--- src/rtl/shift_arbiter.sv ---
// Two-port valid/ready arbiter in front of one 16-bit shifter (SLL/SRA/ROR).
// Optional macro SHIFT_ARB_ILLEGAL_MODE_EN adds `err` and passes mode 11 operands through unshifted.
module shift_arbiter #(
  parameter bit PRIO_INIT = 1'b0,
  parameter bit FAIR      = 1'b1
) (
  input  logic        clk,
  input  logic        rst_n,
  input  logic        req0_valid,
  output logic        req0_ready,
  input  logic [15:0] req0_in,
  input  logic [3:0]  req0_amt,
  input  logic [1:0]  req0_mode,
  input  logic        req1_valid,
  output logic        req1_ready,
  input  logic [15:0] req1_in,
  input  logic [3:0]  req1_amt,
  input  logic [1:0]  req1_mode,
  output logic [15:0] rsp_data,
  output logic        rsp0_valid,
  input  logic        rsp0_ready,
  output logic        rsp1_valid,
  input  logic        rsp1_ready,
  output logic        grant_id,
  output logic        busy
`ifdef SHIFT_ARB_ILLEGAL_MODE_EN
  ,
  output logic        err
`endif
);

  // Handshake: a transfer happens on any rising edge where valid and ready
  // are both 1. Request ready never depends on the same port's valid being
  // held across cycles (no grant lock); response valid stays up until ready.

  typedef enum logic {IDLE = 1'b0, HOLD = 1'b1} state_t;

  localparam bit PTR_RESET = FAIR ? PRIO_INIT : 1'b0;

  state_t      state_q, state_d;
  logic        ptr_q, ptr_d;
  logic        grant_q;
  logic [15:0] op_in_q;
  logic [3:0]  op_amt_q;
  logic [1:0]  op_mode_q;

  logic        owner_ready;
  logic        window_open;
  logic        winner;
  logic        accept;

  function automatic logic [15:0] shift_op(input logic [15:0] din,
                                           input logic [3:0]  amt,
                                           input logic [1:0]  mode);
    logic [31:0] dbl;
    logic [15:0] res;
    dbl = {din, din} >> amt;
    case (mode)
      2'b00:   res = din << amt;
      2'b01:   res = $signed(din) >>> amt;
`ifdef SHIFT_ARB_ILLEGAL_MODE_EN
      2'b11:   res = din;
`endif
      default: res = dbl[15:0];
    endcase
    return res;
  endfunction

  always_comb begin
    owner_ready = grant_q ? rsp1_ready : rsp0_ready;
    window_open = (state_q == IDLE) || owner_ready;
    // Both valid: pointer decides; otherwise whichever port is valid.
    winner      = (req0_valid && req1_valid) ? ptr_q : req1_valid;
    accept      = window_open && (req0_valid || req1_valid);
    req0_ready  = accept && !winner;
    req1_ready  = accept && winner;

    state_d = state_q;
    if (accept)
      state_d = HOLD;
    else if ((state_q == HOLD) && owner_ready)
      state_d = IDLE;

    ptr_d = ptr_q;
    if (!FAIR)
      ptr_d = 1'b0;
    else if (accept)
      ptr_d = ~winner;
  end

  always_ff @(posedge clk or negedge rst_n) begin
    if (!rst_n) begin
      state_q   <= IDLE;
      ptr_q     <= PTR_RESET;
      grant_q   <= 1'b0;
      op_in_q   <= '0;
      op_amt_q  <= '0;
      op_mode_q <= '0;
    end else begin
      state_q <= state_d;
      ptr_q   <= ptr_d;
      if (accept) begin
        grant_q   <= winner;
        op_in_q   <= winner ? req1_in   : req0_in;
        op_amt_q  <= winner ? req1_amt  : req0_amt;
        op_mode_q <= winner ? req1_mode : req0_mode;
      end
    end
  end

  assign busy       = (state_q == HOLD);
  assign grant_id   = grant_q;
  assign rsp0_valid = busy && !grant_q;
  assign rsp1_valid = busy && grant_q;
  assign rsp_data   = shift_op(op_in_q, op_amt_q, op_mode_q);

`ifdef SHIFT_ARB_ILLEGAL_MODE_EN
  assign err = busy && (op_mode_q == 2'b11);
`endif

endmodule

--- config.mk ---
export PLATFORM = sky130hd
export DESIGN_NAME = shift_arbiter
export DESIGN_NICKNAME = d
export VERILOG_FILES = /design/src/rtl/shift_arbiter.sv
export SDC_FILE = /design/constraint.sdc
export NUM_CORES = 1
export LEC_CHECK = 0
export CAP_MARGIN = 15
export CORE_ASPECT_RATIO = 1.2
export CORE_MARGIN = 1.5
export CORE_UTILIZATION = 55
export DETAILED_ROUTE_END_ITERATION = 7
export GPL_ROUTABILITY_DRIVEN = 0
export MAX_ROUTING_LAYER = met4
export PLACE_DENSITY_LB_ADDON = 0.25
export SLEW_MARGIN = 20
export SYNTH_ARGS = -nofsm -noshare
export SYNTH_HDL_FRONTEND = slang
export SYNTH_SLANG_ARGS = --single-unit
export TNS_END_PERCENT = 100
--- constraint.sdc ---
create_clock -name clk -period 3.3 [get_ports clk]
set_input_delay 0.495 -clock clk [delete_from_list [all_inputs] [get_ports clk]]
set_output_delay 0.495 -clock clk [all_outputs]
set_load 0.01 [all_outputs]
==> flow_summary.yaml, run 1 <==
pwr:
  clkPwrFrac_pct: 4.9
  swShare_pct: 47.41
  netSwitchingPower_mw: 1.722
  p_per_area_mw_per_mm2: 930.2
  p_leak_nw: 1.630
  p_int_mw: 1.910
  pwr-share-comb_pct: 75.9
  ir_drop_v: 0.0005003
  finalPower_mw: 3.631
  pwr-share-seq_pct: 19.2
timing:
  tightest_slew_ns: 0.9043
  hold_violations: 0
  setup_tns_ns: 0
  period_needed_ns: 3.128
  slew_headroom_pct: 39.49
  setup-violations-final: 0
  rsz0062_at_grt: "false"
  finalCritPeriodShare_pct: 94.78
  fmax_mhz: 319.7
  skew_ns: 0.001566
  timing_max_transition_violations_final: 0
cells_and_area:
  nets: 456
  post-route-util_pct: 69.33
  layout_commonest_cell: "clkdlybuf4s50_1"
  mostFrequentLayoutCells: "clkdlybuf4s50_1, nand2_1, mux2i_1, nor2_1, inv_1"
  area_growth_pct: 21.68
  antenna_cells: 0
  fin_cells: 469
  drive_gt1_share_pct: 17.28
clock_tree:
  clock_path_buffers: 2
  cts_made_buffers: 3
  cts_root_buf: "clkbuf_8"
  cts_setup_buffers: 0
  clkTransAtPathRegs_ns: 0.08
  hold_buffers: 0
  h-tree-depth: 1
  cts.sinks: 25
  clock_latency_ns: 0.26
  ctsResizeCount: 0
  cts_tree: "yes"
floorplan:
  initial_core_util_pct: 56.98
  die_w_microns: 72.72
  std_cell_rows: 30
  io_pins: 72
  die_y_microns: 86.66
  dieArea_sq_mm: 0.006302
  coreArea_sq_mm: 0.005630
logic_synthesis:
  avgSynthCellArea_sq_um: 9.011
  synth_top_flop_cell: "dfrtp_1"
  synth.area.top_cells: "dfrtp_1, mux4_2, mux2i_1"
  syn_inst: 356
  syn_area_sq_mm: 0.003208
  postSynthNetCount: 406
  yosys.area.top_type: "dfrtp_1"
  synth-edff-count: 0
  ys_ff_latch: 25
  yosys_warnings: 0
  synthDistinctLibCells: 56
  synth_top_area_share_pct: 19.50
  ys_seq_area_share_pct: 19.50
  async_flop_share_pct: 100.0
global_routing:
  grt_max_degree: 39
  grt_pass1_wl_mm: 15.04
  grt_pass1_vias: 3002
  gr-total-overflow: 0
  grt_usage_pct: 30.94
  antenna_found_initial: 0
route:
  vias_per_cell: 6.955
  met2_length_mm: 4.538
  vias: 3262
  first_pass_iters: 5
  top_layer: "met4"
  wl_per_cell_microns: 19.73
  wl_met1_mm: 3.623
  drc: 0
  antenna_left: 0
  drt-total-wl_mm: 9.252
  wl_met3_microns: 835
  drt_iter0_markers: 424
placed_design:
  hpwlAfterDp_mm: 6.837
  dp.cells: 465
  portBuffers: 71
worst_setup_path:
  crit_arrival_ns: 2.63
  crit_required_ns: 2.80
  worstSetupStartpointType: "flip-flop"
  path_max_fanout: 38
  criticalPathCategory: "flip-flop to primary output"
  cp-end-kind: "primary output"
flow_run:
  max_cap_viol_count: 0
outcome:
  status: "finished clean"
min_path:
  min_path_type: "flip-flop to flip-flop"
[cell families after synthesis]
kind of cell	Yosys count	share of synthesized area, %
compound gates	99	23.67
buf+inv	74	13.22
flops	25	19.50
mux	68	30.97
simple gates	90	12.64
[metrics by stage]
| step | setup WS (ns) | hold slack (ns) | cell area (sq um) |
|---|---|---|---|
| after floorplan | 1.100 | 0.1994 | 3208 |
| after global placement | 0.4069 | 0.4754 | 3856 |
| after detailed placement | 0.3615 | 0.4899 | 3856 |
| after CTS | 0.06646 | 0.5094 | 3901 |
| after global routing | 0.03708 | 0.5327 | 3904 |
| final | 0.1722 | 0.5015 | 3904 |
[worst max-delay path: stages, from the launching register on]
cell             delay, ns
dfrtp_2               0.39
buf_12                0.22
mux2_2                0.37
o21ai_0               0.48
a211oi_1              0.16
o31a_1                0.26
clkdlybuf4s50_1       0.48
[final timing paths]
check | slack (ns) | endpoint | cells past startpoint | startpoint
min in group asynchronous | 0.58 | op_in_q[13] | 2 | rst_n
setup reg to reg | 1.59 | op_amt_q[2] | 6 | grant_id
hold / removal | 0.50 | ptr_q | 1 | ptr_q
setup / recovery | 0.17 | rsp_data[9] | 6 | op_amt_q[1]
max in group asynchronous | 2.46 | op_amt_q[0] | 2 | rst_n
hold reg to reg | 0.50 | ptr_q | 1 | ptr_q
[power by group through the flow]
| stage | sequential [mW] | combinational [mW] | clock, mW |
|---|---|---|---|
| 6_report | 0.697 | 2.76 | 0.177 |
| 5_1_grt | 0.715 | 2.95 | 0.198 |
| 4_1_cts | 0.681 | 2.72 | 0.183 |
| 3_5_place_dp | 0.687 | 2.71 | 0 |
| 3_3_place_gp | 0.677 | 2.67 | 0 |
| 2_1_floorplan | 0.491 | 2.07 | 0 |
[flip-flops by register name, summed over array words and instances (netlist names)]
register and cells:
busy 1, grant_id 1, op_amt_q 4, op_in_q 16, op_mode_q 2, ptr_q 1
[area by class of cell]
class	count	area (sq um)
multi-input combinational	257	2158
sequential	25	629.4
clock buffer	4	45.04
inverter	28	105.1
fill	448	1727
tap	64	80.08
timing repair buffer	91	885.9
[cell usage after synthesis (all sizes together), types with 2 or more instances]
library cell	count
a211o	2
a211oi	2
a21o	3
a21oi	17
a222oi	22
a22oi	4
a31oi	4
a32oi	3
and2	2
and3	4
buf	21
clkbuf	25
clkinv	3
dfrtp	25
inv	25
mux2	18
mux2i	28
mux4	22
nand2	32
nand2b	4
nand3	3
nor2	27
nor2b	3
nor3	8
o2111ai	2
o211ai	6
o21ai	17
o311ai	3
o31ai	2
or2	2
or3	2
[layer usage]
layer  up-vias  global-route usage [%]
li1       1461                       -
met1      1543                   40.80
met2       229                   48.62
met3        29                   3.256
met4         0                   12.69
met5         -                       -
(Power assumes the default switching activity.)
==> run 2, diff against run 1 <==
Settings changed: CTS_CLUSTER_SIZE set to 25.
==> results of run 2 <==
No change in the layout: final DEF, timing and power equal those of run 1.
==> run 3, diff against run 2 <==
Settings changed: RECOVER_POWER set to 50.
==> flow_summary.yaml, run 3 (synthesis results as in run 1) <==
outcome:
  status: "finished clean"
placed_design:
  hpwlAfterDp_mm: 6.837
  portBuffers: 71
  place_ws_ns: 0.3615
  dp.cells: 465
timing:
  hold_slack_ns: 0.5013
  fmax_mhz: 318.9
  setup_ws_ns: 0.1646
  skew_ns: 0.001541
  period_needed_ns: 3.135
  finalCritPeriodShare_pct: 95.01
  setup-violations-final: 0
  setup_tns_ns: 0
  slew_headroom_pct: 13.83
  hold_violations: 0
  tightest_slew_ns: 1.293
  rsz0062_at_grt: "false"
  timing_max_transition_violations_final: 0
cells_and_area:
  fillers: 449
  mostFrequentLayoutCells: "clkdlybuf4s50_1, nand2_1, mux2i_1, nor2_1, inv_1"
  nets: 456
  multi_input_area_sq_mm: 0.002158
  layout_commonest_cell: "clkdlybuf4s50_1"
  area_growth_pct: 21.33
  largest-register: "op_in_q"
  drive_gt1_share_pct: 16.54
  fin_cells: 469
  antenna_cells: 0
  seq_area_sq_um: 629.4
  top_regs: "op_in_q x16, op_amt_q x4, op_mode_q x2"
  largest_reg_flops: 16
route:
  vias_per_cell: 6.981
  drc: 0
  first_pass_iters: 7
  drt-total-wl_mm: 9.239
  wl_per_cell_microns: 19.70
  drt_iter0_markers: 432
  vias: 3274
  antenna_left: 0
worst_setup_path:
  crit_buf_inv: 1
  criticalPathCategory: "flip-flop to primary output"
  crit_family: "simple AND/OR/NAND/NOR gates"
  path_cells: "nor2_1 > o311ai_0 > a32oi_1 > clkdlybuf4s50_1"
  crit_required_ns: 2.80
  reg2reg_from: "grant_id"
  critPathMaxStageDelay_ns: 0.74
  worstSetupStartpointType: "flip-flop"
  reg2regPathDepth: 6
  path_max_fanout: 13
  rr_endpoint: "op_amt_q[2]"
  crit_arrival_ns: 2.64
  rrSetupSlack_ns: 1.25
  worst-path-stages: 4
  cp-end-kind: "primary output"
  cpMaxStageDelayCell: "nor2_1"
min_path:
  min_path_type: "flip-flop to flip-flop"
  whs_endpoint: "ptr_q"
  min_path_cells: 1
  hold_start: "ptr_q"
pwr:
  p_int_mw: 1.903
  pwr-share-comb_pct: 76.0
  p_per_area_mw_per_mm2: 931.4
  ir_drop_v: 0.0005000
  swShare_pct: 47.50
  finalPower_mw: 3.625
  clkPwrFrac_pct: 4.9
  pwr-share-seq_pct: 19.2
  p_leak_nw: 1.618
  netSwitchingPower_mw: 1.722
clock_tree:
  cts_tree: "yes"
  clock_path_buffers: 2
  h-tree-depth: 1
  clock_latency_ns: 0.26
  cts_setup_buffers: 0
  cts_made_buffers: 3
  clkTransAtPathRegs_ns: 0.08
  cts.sinks: 25
  cts_root_buf: "clkbuf_8"
global_routing:
  grt_usage_pct: 30.94
  gr-total-overflow: 0
  grt_pass1_wl_mm: 15.04
  antenna_found_initial: 0
  grt_pass1_vias: 3002
  grt_max_degree: 39
flow_run:
  max_cap_viol_count: 0
floorplan:
  dieArea_sq_mm: 0.006302
  io_pins: 72
  die_y_microns: 86.66
  die_w_microns: 72.72
  initial_core_util_pct: 56.98
  std_cell_rows: 30
  coreArea_sq_mm: 0.005630
run 3: changes by cell type in the layout (fill, tap and decap cells not counted):
cell             delta
clkdlybuf4s50_1     -4
buf_4               -3
dlygate4sd3_1       +4
clkbuf_1            +3
run 3: what timing repair did:
action                                  4_1_cts  5_1_grt
endpoints found under the setup margin        0        6
hold buffers                                  0        0
resized for setup                             0        2
run 3: cell type report:
class                   count  area share (%)
repair buffers             91           22.47
well taps                  64           2.057
multi-input cells         257           55.45
inverters                  28           2.700
clock buffers               4           1.157
flip-flops and latches     25           16.17
run 3: metrics by stage:
stage | cell area, sq um | util, %
after CTS | 3901 | 69.29
final | 3892 | 69.13
after floorplan | 3208 | -
after global placement | 3856 | 68.49
after detailed placement | 3856 | 68.49
after global routing | 3892 | 69.13
run 3: worst max-delay path by stage:
stage / start / end
floorplan: op_amt_q[2] / rsp_data[5]
global placement: op_amt_q[2] / rsp_data[5]
detailed placement: op_amt_q[2] / rsp_data[13]
CTS: op_amt_q[2] / rsp_data[13]
global route: op_amt_q[1] / rsp_data[14]
finish: op_mode_q[1] / rsp_data[12]
run 3: per-layer routing:
metal | GRT usage, % | routed length [microns] | up-vias
met1 | 40.80 | 3630 | 1541
met3 | 3.256 | 820 | 29
li1 | - | - | 1460
met5 | - | 0 | -
met4 | 12.69 | 255 | 0
met2 | 48.62 | 4533 | 244
run 3: power by group through the flow:
stage	sequential, mW	clock, mW	combinational (mW)
2_1_floorplan	0.491	0	2.07
3_3_place_gp	0.677	0	2.67
3_5_place_dp	0.687	0	2.71
4_1_cts	0.681	0.183	2.72
5_1_grt	0.715	0.198	2.95
6_report	0.696	0.176	2.75
run 3: worst register-to-register path, stage by stage (launching register included):
cell and delay, ns:
dfrtp_1 0.43, mux2i_1 0.14, nand2_1 0.11, and3_1 0.19, clkbuf_1 0.73, a222oi_1 0.28, inv_1 0.11
